File: config.mk
export PLATFORM = sky130hd
export DESIGN_NAME = multicycle_control_unit
export DESIGN_NICKNAME = d
export VERILOG_FILES = /design/src/rtl/multicycle_control_unit.sv
export SDC_FILE = /design/constraint.sdc
export NUM_CORES = 1
export LEC_CHECK = 0
export ABC_CLOCK_PERIOD_IN_PS = 1210
export BUFFER_PORTS_ARGS = -buffer_cell sky130_fd_sc_hd__buf_2
export CORE_AREA = 2 2 39 41
export CTS_BUF_LIST = sky130_fd_sc_hd__clkbuf_8
export CTS_CLUSTER_DIAMETER = 60
export CTS_CLUSTER_SIZE = 12
export DETAILED_ROUTE_END_ITERATION = 12
export DIE_AREA = 0 0 41 43
export PLACE_DENSITY_LB_ADDON = 0.12
export SLEW_MARGIN = 20
export SYNTH_ARGS = -nofsm -noshare
export SYNTH_HDL_FRONTEND = slang
export SYNTH_SLANG_ARGS = --single-unit
File: constraint.sdc
create_clock -name clk -period 1.21 [get_ports clk]
set_input_delay 0.121 -clock clk [delete_from_list [all_inputs] [get_ports clk]]
set_output_delay 0.121 -clock clk [all_outputs]
set_load 0.02 [all_outputs]
File: src/rtl/multicycle_control_unit.sv
// Multicycle MIPS main control FSM: sequences datapath control over 3-5 cycles per instruction.
// Optional macro ADDI_EN adds the ADDI_EX/ADDI_WB states and decodes OP_ADDI.
module multicycle_control_unit (
    input  logic       clk,
    input  logic       rst_n,
    input  logic [5:0] Opcode,
    input  logic       Zero,
    output logic [2:0] ALUop,
    output logic       ALUSrcA,
    output logic [1:0] ALUSrcB,
    output logic [1:0] PCSource,
    output logic       PCWrite,
    output logic       IorD,
    output logic       MemRead,
    output logic       MemWrite,
    output logic       IRWrite,
    output logic       MemtoReg,
    output logic       RegDst,
    output logic       RegWrite,
    output logic       InstrDone,
    output logic       IllegalOp
);

    localparam logic [5:0] OP_RTYPE = 6'b000000;
    localparam logic [5:0] OP_LW    = 6'b100011;
    localparam logic [5:0] OP_SW    = 6'b101011;
    localparam logic [5:0] OP_BEQ   = 6'b000100;
    localparam logic [5:0] OP_J     = 6'b000010;
`ifdef ADDI_EN
    localparam logic [5:0] OP_ADDI  = 6'b001000;
`endif

    typedef enum logic [3:0] {
        FETCH   = 4'd0,
        DECODE  = 4'd1,
        MEM_ADR = 4'd2,
        MEM_RD  = 4'd3,
        MEM_WB  = 4'd4,
        MEM_WR  = 4'd5,
        R_EX    = 4'd6,
        R_WB    = 4'd7,
        BEQ_EX  = 4'd8,
`ifdef ADDI_EN
        J_EX    = 4'd9,
        ADDI_EX = 4'd10,
        ADDI_WB = 4'd11
`else
        J_EX    = 4'd9
`endif
    } state_t;

    state_t state_q, state_d;
    logic   illegal_q, illegal_d;

    always_ff @(posedge clk or negedge rst_n) begin
        if (!rst_n) begin
            state_q   <= FETCH;
            illegal_q <= 1'b0;
        end else begin
            state_q   <= state_d;
            illegal_q <= illegal_d;
        end
    end

    // Moore decode; only PCWrite in BEQ_EX looks at an input (Zero).
    always_comb begin
        state_d   = FETCH;
        illegal_d = illegal_q;
        ALUop     = 3'b000;
        ALUSrcA   = 1'b0;
        ALUSrcB   = 2'b00;
        PCSource  = 2'b00;
        PCWrite   = 1'b0;
        IorD      = 1'b0;
        MemRead   = 1'b0;
        MemWrite  = 1'b0;
        IRWrite   = 1'b0;
        MemtoReg  = 1'b0;
        RegDst    = 1'b0;
        RegWrite  = 1'b0;
        InstrDone = 1'b0;
        case (state_q)
            FETCH: begin
                MemRead = 1'b1;
                IRWrite = 1'b1;
                ALUSrcB = 2'b01;
                PCWrite = 1'b1;
                state_d = DECODE;
            end
            DECODE: begin
                ALUSrcB = 2'b11;
                case (Opcode)
                    OP_LW, OP_SW: state_d = MEM_ADR;
                    OP_RTYPE:     state_d = R_EX;
                    OP_BEQ:       state_d = BEQ_EX;
                    OP_J:         state_d = J_EX;
`ifdef ADDI_EN
                    OP_ADDI:      state_d = ADDI_EX;
`endif
                    default: begin
                        state_d   = FETCH;
                        illegal_d = 1'b1;
                    end
                endcase
            end
            MEM_ADR: begin
                ALUSrcA = 1'b1;
                ALUSrcB = 2'b10;
                state_d = (Opcode == OP_LW) ? MEM_RD : MEM_WR;
            end
            MEM_RD: begin
                MemRead = 1'b1;
                IorD    = 1'b1;
                state_d = MEM_WB;
            end
            MEM_WB: begin
                RegWrite  = 1'b1;
                MemtoReg  = 1'b1;
                InstrDone = 1'b1;
            end
            MEM_WR: begin
                MemWrite  = 1'b1;
                IorD      = 1'b1;
                InstrDone = 1'b1;
            end
            R_EX: begin
                ALUSrcA = 1'b1;
                ALUop   = 3'b001;
                state_d = R_WB;
            end
            R_WB: begin
                RegWrite  = 1'b1;
                RegDst    = 1'b1;
                InstrDone = 1'b1;
            end
            BEQ_EX: begin
                ALUSrcA   = 1'b1;
                ALUop     = 3'b010;
                PCSource  = 2'b01;
                PCWrite   = Zero;
                InstrDone = 1'b1;
            end
            J_EX: begin
                PCSource  = 2'b10;
                PCWrite   = 1'b1;
                InstrDone = 1'b1;
            end
`ifdef ADDI_EN
            ADDI_EX: begin
                ALUSrcA = 1'b1;
                ALUSrcB = 2'b10;
                state_d = ADDI_WB;
            end
            ADDI_WB: begin
                RegWrite  = 1'b1;
                InstrDone = 1'b1;
            end
`endif
            default: state_d = FETCH;
        endcase
    end

    assign IllegalOp = illegal_q;

endmodule
==> metrics.yaml <==
synth_compound_area_share_pct: 17.7
syn-instance-count: 65
ios: 27
synth.area.mux_share_pct: 1.91
die_h_um: 43
synth_xor_area_share_pct: 3.35
post-place-cells: 113
htreeDepth: 1
cap_violations: 0
fin_cells: 127
antenna_cells: 0
synth_top_family_by_area: "simple AND/OR/NAND/NOR gates"
violations: "negative setup slack"
synth-async-reset-ratio_pct: 100
maxSlewViolCount: 0
place_congestion: 0.771
tritoncts: "built"
power_uw: 1670
worstSetupPathType: "reg2out"
dr.pass1.iters: 2
clockBufferDepth: 2
synthAdderAreaFrac_pct: 0
place.port_buffers: 25
ys_warn_count: 0
status: "finished with violations"
hold_slack_ns: 0.227
wl_per_cell_um: 14.1
first_iter_violations: 7
root_buffer: "clkbuf_8"
num_vias: 688
synth_edf_count: 0
yosys-top-cells-area: "dfrtp_1, nor3_1, nor2_1"
start_kind: "flip-flop"
fmax_ghz: 0.697
rows: 14
syn_nets: 74
clk_pin_slew_worst_paths_ns: 0.04
vdd_ir_drop_max_mv: 1.01
core_mm2: 0.00138
multi_input_area_um2: 523
clk_latency_ns: 0.22
finish.utilization_pct: 83.0
yosysTopAreaCell: "dfrtp_1"
grt_usage_pct: 21.2
finalSetupViolations: 19
period_needed_ns: 1.44
end_kind: "primary output"
post-route-period-util_pct: 119
ant_nets: 0
cts.sinks: 5
antenna_found_initial: 0
required_ns: 1.09
power_density_mw_per_mm2: 1450
fin_setup_tns_ns: -2.39
holdPathStages: 3
ys_ff_latch: 5
routed_wl_um: 1790
final_nets: 121
dpl.hpwl_um: 981
die_w_um: 41
clock_skew_ns: 0.00326
drc: 0
syn_area_per_cell_um2: 8.05
yosysUniqueCellTypes: 36
grt_pass1_wl_um: 2500
grt_pass1_vias: 591
rsz0062_at_grt: "yes"
p_leak_uw: 0.000511
die-area_mm2: 0.00176
syn_area_um2: 523
yosys.area.top_type_share_pct: 23.9
area_growth_syn_to_layout_pct: 120
worstHoldPathType: "in2reg"
drive_above_1_share_pct: 73.9
ys_top_cells_by_count: "nor2_1, nor3_1, dfrtp_1"
ff_latch_area_um2: 130
crit_arrival_ns: 1.31
yosysSeqAreaShare_pct: 23.9
synth-simple-area-share_pct: 45.0
cts_buffers: 3
via_per_inst: 5.42
start_util_pct: 37.8
cp_max_fo: 6
hold_viol_final: 0
fill_cells: 72
grt_max_degree: 9
grt.overflow.total: 0
worst_slack_ns: -0.225
ys.flop_type: "dfrtp_1"
r2r_cells: 5
==> stage by stage <==
stage / setup WS [ns] / area [µm²]
floorplan: -0.0973 / 548
detailed placement: -0.0247 / 768
finish: -0.225 / 1150
global route: -0.292 / 1150
CTS: -0.182 / 1000
global placement: -0.00707 / 768
==> state kept, by name, indices dropped and copies added, names as in the netlist <==
register   cells
IllegalOp      1
state_q        4
==> layout by cell type, fill, tap and decap left out, types with 3 or more instances in the layout <==
| cell type | n |
|---|---|
| nor4_4 | 3 |
| buf_4 | 19 |
| nor2_2 | 3 |
| buf_2 | 9 |
| dfrtp_2 | 4 |
| clkbuf_8 | 3 |
| buf_6 | 17 |
| nand2b_4 | 4 |
| nor2_1 | 4 |
| nor3_4 | 4 |
==> per-layer routing <==
layer	wire length, µm	global-route usage [%]	up-vias	share of wire, %
li1	-	-	330	-
met1	602	23.0	325	34
met2	1050	37.2	25	59
met3	78	1.57	8	4.4
met4	55	12.0	0	3.1
met5	0	0	-	0
==> cell families after synthesis <==
logic type,after synthesis
flip-flops,5
AND/OR/NAND/NOR,37
buffers and inverters,7
XOR/XNOR,2
other,1
AO/OA/AOI/OAI,12
multiplexers,1
==> worst max-delay path, stage by stage, from the launching register on <==
cell     delay (ns)
dfrtp_2        0.45
buf_6          0.15
buf_6          0.11
mux2i_1        0.19
nor2_2         0.06
buf_6          0.13
==> path summary, 6_finish.rpt <==
| path | from | to | slack, ns |
|---|---|---|---|
| worst min register to register | IllegalOp$_DFFE_PN0P_ | IllegalOp$_DFFE_PN0P_ | 0.45 |
| max in group asynchronous | rst_n | state_q[2]$_DFF_PN0_ | 0.82 |
| min in group asynchronous | rst_n | state_q[1]$_DFF_PN0_ | 0.24 |
| worst max-delay path | state_q[3]$_DFF_PN0_ | ALUSrcA | -0.23 |
| worst min-delay path | Opcode[1] | state_q[0]$_DFF_PN0_ | 0.23 |
| worst max register to register | state_q[0]$_DFF_PN0_ | state_q[2]$_DFF_PN0_ | -0.08 |
==> final cells by class <==
cell class,instances,share of cell area (%)
well taps,16,1.74
clock buffers,3,3.59
inverters,1,0.545
flip-flops and latches,5,11.3
multi-input cells,53,45.5
repair buffers,48,36.9
clock inverters,1,0.327
==> what timing repair did <==
action                                  in CTS  in global routing
endpoints found under the hold margin        5                  0
buffers inserted                             8                  2
gates resized for setup                     39                 31
hold buffers                                 1                  0
endpoints found under the setup margin      18                 19
pin swaps                                    8                  9
==> report_power, final <==
part	total, µW	leakage (µW)	switching (µW)	internal, µW
clock	309	0.0000269	90.8	218
combinational	1110	0.000428	508	606
sequential	246	0.0000560	52.6	194
total	1670	0.000511	651	1020
Note: power is estimated with default switching activity, not from simulation.
